<file path="src/rtl/rv_isa_pkg.sv">
// Shared RV32I encoding definitions: base opcodes, instruction classes and
// the rejection codes reported by the instruction-word encoder.
package rv_isa_pkg;

    typedef enum logic [6:0] {
        OpRType       = 7'b0110011,
        OpLoad        = 7'b0000011,
        OpIType       = 7'b0010011,
        OpSType       = 7'b0100011,
        OpBType       = 7'b1100011,
        OpAddUpp      = 7'b0010111,
        OpLoadUpp     = 7'b0110111,
        OpJumpLink    = 7'b1101111,
        OpJumpLinkReg = 7'b1100111
    } opcode_t;

    typedef enum logic [3:0] {
        ClsRType       = 4'd0,
        ClsLoad        = 4'd1,
        ClsIType       = 4'd2,
        ClsSType       = 4'd3,
        ClsBType       = 4'd4,
        ClsAddUpp      = 4'd5,
        ClsLoadUpp     = 4'd6,
        ClsJumpLink    = 4'd7,
        ClsJumpLinkReg = 4'd8
    } instr_class_t;

    localparam logic [1:0] ErrNone     = 2'd0;
    localparam logic [1:0] ErrIllegal  = 2'd1;
    localparam logic [1:0] ErrRange    = 2'd2;
    localparam logic [1:0] ErrMisalign = 2'd3;

endpackage

</file>
<file path="src/rtl/instr_field_packer.sv">
// Combinational packer: instruction class plus operand fields to a 32-bit
// RV32I word, with the rejection cause (illegal > misaligned > range).
module instr_field_packer
    import rv_isa_pkg::*;
(
    input  logic [3:0]  cls,
    input  logic [4:0]  rd,
    input  logic [4:0]  rs1,
    input  logic [4:0]  rs2,
    input  logic [2:0]  funct3,
    input  logic [6:0]  funct7,
    input  logic [31:0] imm,
    output logic [31:0] word,
    output logic [1:0]  errCode
);

    logic fitsI;
    logic fitsB;
    logic fitsJ;

    // An immediate fits when every bit above the field's sign bit repeats it.
    assign fitsI = (imm[31:11] == {21{imm[11]}});
    assign fitsB = (imm[31:12] == {20{imm[12]}});
    assign fitsJ = (imm[31:20] == {12{imm[20]}});

    always_comb begin
        word    = '0;
        errCode = ErrNone;
        case (instr_class_t'(cls))
            ClsRType: begin
                word = {funct7, rs2, rs1, funct3, rd, OpRType};
            end
            ClsLoad: begin
                word = {imm[11:0], rs1, funct3, rd, OpLoad};
                if (!fitsI) errCode = ErrRange;
            end
            ClsIType: begin
                word = {imm[11:0], rs1, funct3, rd, OpIType};
                if (!fitsI) errCode = ErrRange;
            end
            ClsJumpLinkReg: begin
                word = {imm[11:0], rs1, 3'b000, rd, OpJumpLinkReg};
                if (!fitsI) errCode = ErrRange;
            end
            ClsSType: begin
                word = {imm[11:5], rs2, rs1, funct3, imm[4:0], OpSType};
                if (!fitsI) errCode = ErrRange;
            end
            ClsBType: begin
                word = {imm[12], imm[10:5], rs2, rs1, funct3, imm[4:1], imm[11], OpBType};
                if (imm[0])      errCode = ErrMisalign;
                else if (!fitsB) errCode = ErrRange;
            end
            ClsAddUpp: begin
                word = {imm[31:12], rd, OpAddUpp};
            end
            ClsLoadUpp: begin
                word = {imm[31:12], rd, OpLoadUpp};
            end
            ClsJumpLink: begin
                word = {imm[20], imm[10:1], imm[11], imm[19:12], rd, OpJumpLink};
                if (imm[0])      errCode = ErrMisalign;
                else if (!fitsJ) errCode = ErrRange;
            end
            default: begin
                errCode = ErrIllegal;
            end
        endcase
    end

endmodule

</file>
<file path="src/rtl/instr_word_encoder.sv">
// Encodes loader requests into RV32I words tagged with consecutive byte
// addresses, buffered in a 2-entry FIFO with valid/ready on both sides.
module instr_word_encoder
    import rv_isa_pkg::*;
#(
    parameter int                ADDR_W    = 32,
    parameter logic [ADDR_W-1:0] BASE_ADDR = ADDR_W'(32'hBFC00000)
) (
    input  logic              clk_i,
    input  logic              rst_i,
    input  logic              clear_i,
    input  logic              in_valid_i,
    output logic              in_ready_o,
    input  logic [3:0]        class_i,
    input  logic [4:0]        rd_i,
    input  logic [4:0]        rs1_i,
    input  logic [4:0]        rs2_i,
    input  logic [2:0]        funct3_i,
    input  logic [6:0]        funct7_i,
    input  logic [31:0]       imm_i,
    output logic              out_valid_o,
    input  logic              out_ready_i,
    output logic [31:0]       instr_o,
    output logic [ADDR_W-1:0] addr_o,
    output logic              err_o,
    output logic [1:0]        err_code_o
);

    logic [31:0]       packedWord;
    logic [1:0]        packErr;
    logic [1:0]        count;
    logic [31:0]       headInstr;
    logic [ADDR_W-1:0] headAddr;
    logic [31:0]       tailInstr;
    logic [ADDR_W-1:0] tailAddr;
    logic [ADDR_W-1:0] nextAddr;
    logic              errPulse;
    logic [1:0]        errCodeQ;
    logic              accept;
    logic              pushOk;
    logic              pop;

    instr_field_packer uPacker (
        .cls     (class_i),
        .rd      (rd_i),
        .rs1     (rs1_i),
        .rs2     (rs2_i),
        .funct3  (funct3_i),
        .funct7  (funct7_i),
        .imm     (imm_i),
        .word    (packedWord),
        .errCode (packErr)
    );

    // Ready depends only on registered occupancy, never on out_ready_i.
    assign in_ready_o  = (count != 2'd2);
    assign out_valid_o = (count != 2'd0);
    assign accept      = in_valid_i && in_ready_o;
    assign pushOk      = accept && (packErr == ErrNone);
    assign pop         = out_valid_o && out_ready_i;

    assign instr_o    = headInstr;
    assign addr_o     = headAddr;
    assign err_o      = errPulse;
    assign err_code_o = errCodeQ;

    always_ff @(posedge clk_i) begin
        if (rst_i) begin
            count     <= 2'd0;
            headInstr <= '0;
            headAddr  <= '0;
            tailInstr <= '0;
            tailAddr  <= '0;
            nextAddr  <= BASE_ADDR;
            errPulse  <= 1'b0;
            errCodeQ  <= ErrNone;
        end else if (clear_i) begin
            // The last rejection cause survives a clear for post-mortem reads.
            count     <= 2'd0;
            headInstr <= '0;
            headAddr  <= '0;
            tailInstr <= '0;
            tailAddr  <= '0;
            nextAddr  <= BASE_ADDR;
            errPulse  <= 1'b0;
        end else begin
            errPulse <= accept && (packErr != ErrNone);
            if (accept && (packErr != ErrNone)) begin
                errCodeQ <= packErr;
            end
            if (pushOk) begin
                nextAddr <= nextAddr + ADDR_W'(4);
            end
            case ({pushOk, pop})
                2'b10: begin
                    if (count == 2'd0) begin
                        headInstr <= packedWord;
                        headAddr  <= nextAddr;
                    end else begin
                        tailInstr <= packedWord;
                        tailAddr  <= nextAddr;
                    end
                    count <= count + 2'd1;
                end
                2'b01: begin
                    if (count == 2'd2) begin
                        headInstr <= tailInstr;
                        headAddr  <= tailAddr;
                    end
                    count <= count - 2'd1;
                end
                2'b11: begin
                    // Only reachable with one entry: the new word replaces the head.
                    headInstr <= packedWord;
                    headAddr  <= nextAddr;
                end
                default: begin
                end
            endcase
        end
    end

endmodule

</file>
<file path="config.mk">
export PLATFORM = sky130hd
export DESIGN_NAME = instr_word_encoder
export DESIGN_NICKNAME = d
export VERILOG_FILES = /design/src/rtl/rv_isa_pkg.sv /design/src/rtl/instr_field_packer.sv /design/src/rtl/instr_word_encoder.sv
export SDC_FILE = /design/constraint.sdc
export NUM_CORES = 1
export LEC_CHECK = 0
export CAP_MARGIN = 20
export CORE_UTILIZATION = 52
export CTS_CLUSTER_DIAMETER = 40
export DETAILED_ROUTE_END_ITERATION = 8
export PLACE_DENSITY = 0.8
export SYNTH_ARGS = -nofsm -noshare
export SYNTH_HDL_FRONTEND = slang
export SYNTH_SLANG_ARGS = --single-unit
</file>
<file path="constraint.sdc">
create_clock -name clk_i -period 4.9 [get_ports clk_i]
set_input_delay 0.98 -clock clk_i [delete_from_list [all_inputs] [get_ports clk_i]]
set_output_delay 0.98 -clock clk_i [all_outputs]
set_load 0.005 [all_outputs]
</file>
==> results.toml <==
[route]
via_per_inst = 5.91
ant_nets = 0
drt_pass1_iterations = 7
first_iter_violations = 691
routed_wl_um = 19300
vias = 7007
drc_errors = 0
wl_per_cell_um = 16.3

[sta]
maxSlewViolCount = 0
timing.fmax_ghz = 0.243
hold_viol_final = 0
rsz0062_at_grt = "false"
setup_ws_ps = 792
finClkSkew_ps = 10.2
worst_slew_pin_slew_ps = 950
setup_viol = 0
tns_ps = 0
holdWs_ps = 453
slew_headroom = 0.364
fin_crit_sh = 0.838
period_needed_ps = 4110

[synth]
yosysSeqAreaShare = 0.434
dominantRegCellSynth = "dfxtp_1"
synth_area_per_cell_um2 = 8.09
yosys-top-cells-area = "dfxtp_1 43%, nand2_1 7.1%, a21oi_1 5.8%, a211oi_1 5.6%, mux2i_1 5.5%"
synth_warnings = 0
synth.ff_latch_count = 157
synth.top_cell.area_share = 0.434
syn_inst = 896
synth_async_sr_flop_share = 0
synth_cell_types = 45
syn_area_um2 = 7250
synth_edf_count = 0
synth_top_cell_by_area = "dfxtp_1"

[min_path]
min_from = "tailAddr[13]"
worstHoldEndpoint = "tailAddr[13]"
whs_path_depth = 2
hp-class = "register to register"

[power]
peakVddDrop_uv = 243
p_leak_uw = 0.00299
power_density_nw_per_um2 = 313

[clock_network]
clock_tree.buffer_depth = 2
post_cts_buffers = 0
cts_buffers = 17
htreeDepth = 4
cts_hold_buf = 0
clock-root-buffer = "clkbuf_16"
cts_sinks = 157
ctsResizeCount = 0
cts_tree = "done"
worstSkewPairLatency_ps = 440
clkTransAtPathRegs_ps = 60

[worst_setup_path]
path_cells = "clkdlybuf4s50_1 -> or4_4 -> nor4_1 -> o22ai_1 -> a311oi_2 -> nand2_2 -> inv_1 -> ha_1 -> nand2_1 -> nand2_1 -> buf_4 -> nand2_1 -> a21oi_1"
cp_max_fo = 13
cp.required_ps = 5250
worstSetupEndpointType = "register"
critPathTopFamily = "simple AND/OR/NAND/NOR gates"
rr_endpoint = "instr_o[2]"
worstSetupPathType = "primary input to register"
arrival_ps = 4460
slowest_stage = "or4_4"
reg2reg_from = "count[0]"
crit_buf_inv = 3
cpMostUsedCell = "nand2_1"
worst_setup_path_start_kind = "primary input"
slowest_delay_ps = 570
reg2reg_depth = 11
ff2ff_setup_slack_ps = 2100

[placement]
dp_hpwl_um = 13000
portBuffers = 132
gp_congestion = 0.893
dp_slack_ps = 453

[floorplan]
coreArea_um2 = 13400
rows = 42
die_w_um = 120
ios = 135
die_h_um = 120
die-area_um2 = 14400
initial_core_util = 0.541

[layout]
postLayoutCoreUtil = 0.690
antennaDiodeCount = 0
fill_cells = 1091
areaGrowthSynthToFinish_pct = 27.5
drive_above_1_share = 0.0644
finalNetCount = 1067

[global_route]
grt_remaining_overflow = 0
grt_antenna_before_repair = 0
first_global_vias = 6594
grt_max_degree = 81
grt.total_usage = 0.279
grt_pass1_wl_um = 32200

[run_status]
status = "finished, final reports clean"

[flow_run]
maxCapViolCount = 0
-- flip-flops by register name (all words and copies together), names as in the netlist --
signal / count
instr_o: 31
tailInstr: 31
addr_o: 30
nextAddr: 30
tailAddr: 30
count: 2
err_code_o: 2
err_o: 1
-- layout by cell type, fill, tap and decap left out, types with 3 or more instances in the layout --
| cell | Yosys | final |
|---|---|---|
| o31ai_1 | 5 | 5 |
| nor4_1 | 10 | 10 |
| a21oi_1 | 84 | 84 |
| a31oi_1 | 3 | 3 |
| ha_1 | 4 | 3 |
| or4_1 | 10 | 10 |
| a221o_1 | 6 | 6 |
| o22ai_1 | 3 | 3 |
| nand2b_1 | 5 | 5 |
| nand3_1 | 21 | 21 |
| clkbuf_16 | 0 | 17 |
| a222oi_1 | 10 | 10 |
| nand2_1 | 137 | 137 |
| nor3_1 | 17 | 17 |
| inv_1 | 11 | 11 |
| nand4_1 | 14 | 14 |
| clkdlybuf4s50_1 | 0 | 132 |
| clkinvlp_4 | 0 | 3 |
| o211ai_1 | 16 | 16 |
| xor2_1 | 11 | 11 |
| a211oi_1 | 54 | 54 |
| o21ai_0 | 38 | 38 |
| or3_1 | 15 | 15 |
| mux2i_1 | 40 | 40 |
| inv_6 | 0 | 5 |
| xnor2_1 | 8 | 8 |
| a22oi_1 | 7 | 7 |
| buf_4 | 4 | 22 |
| nor2_1 | 98 | 98 |
| a221oi_1 | 11 | 11 |
| clkinv_2 | 0 | 3 |
| and3_1 | 6 | 6 |
| dfxtp_1 | 157 | 157 |
-- final cells by class --
| type | count | area, µm² | area share |
|---|---|---|---|
| multi-input combinational | 655 | 3790 | 0.410 |
| sequential | 157 | 3140 | 0.340 |
| timing repair buffer | 155 | 1510 | 0.163 |
| clock buffer | 21 | 460 | 0.0498 |
| tap | 176 | 220 | 0.0238 |
| clock inverter | 11 | 81.3 | 0.00880 |
| inverter | 11 | 41.3 | 0.00447 |
-- metrics by stage --
step                area, µm²  std cells  power, µW
floorplan                7250        897       1530
global placement         8700       1154       1690
detailed placement       8700       1154       1690
CTS                      9250       1186       2900
global route             9250       1186       2990
finish                   9250       1186       2890
-- kinds of logic (layout without fill, tap and decap cells) --
logic type / after synthesis / count (layout) / share of synthesized area
simple gates: 346 / 346 / 0.215
compound gates: 243 / 243 / 0.219
flops: 157 / 157 / 0.434
buf+inv: 85 / 198 / 0.0461
mux: 41 / 41 / 0.0568
xor+xnor: 19 / 19 / 0.0230
fa+ha+maj: 4 / 4 / 0.00690
other cells: 1 / 2 / 0.000517
-- worst register-to-register path: cells and delay by family, from the launching register on --
kind | cells | cell delay, ps
fa+ha+maj | 1 | 150
simple gates | 6 | 1350
compound gates | 2 | 470
buf+inv | 2 | 370
flops | 1 | 390
-- where the power goes --
part | internal [µW] | switching (µW) | leakage (µW) | total, µW
sequential | 1300 | 12.6 | 0.00127 | 1310
clock | 679 | 548 | 0.000261 | 1230
combinational | 160 | 196 | 0.00146 | 356
total | 2140 | 756 | 0.00299 | 2890
-- cell usage after synthesis (2+ instances only) --
cell        n
a211oi_1   54
a21oi_1    84
a221o_1     6
a221oi_1   11
a222oi_1   10
a22oi_1     7
a31oi_1     3
and2_1      4
and3_1      6
buf_1       4
buf_4       4
clkbuf_1   66
dfxtp_1   157
ha_1        4
inv_1      11
mux2i_1    40
nand2_1   137
nand2b_1    5
nand3_1    21
nand4_1    14
nor2_1     98
nor2b_1     2
nor3_1     17
nor4_1     10
o211ai_1   16
o21ai_0    38
o22ai_1     3
o31ai_1     5
or2_2       3
or3_1      15
or4_1      10
xnor2_1     8
xor2_1     11
-- worst max-delay path by stage --
stage | end | from | depth (start not counted) | slack [ps]
after floorplan | addr_o[11] | imm_i[23] | 14 | 690
after global placement | instr_o[12] | imm_i[23] | 13 | 520
after detailed placement | tailInstr[12] | imm_i[23] | 12 | 450
after CTS | tailInstr[12] | imm_i[23] | 12 | 860
after global routing | instr_o[3] | imm_i[23] | 13 | 510
final | instr_o[2] | imm_i[23] | 13 | 790
-- metal layers --
| metal | global-route usage | vias up | part of all wire |
|---|---|---|---|
| met5 | 0 | - | 0 |
| met4 | 0.0945 | 0 | 0.017 |
| met3 | 0.0528 | 33 | 0.050 |
| met2 | 0.448 | 222 | 0.47 |
| met1 | 0.375 | 3318 | 0.47 |
| li1 | - | 3434 | - |
(Power assumes the default switching activity.)
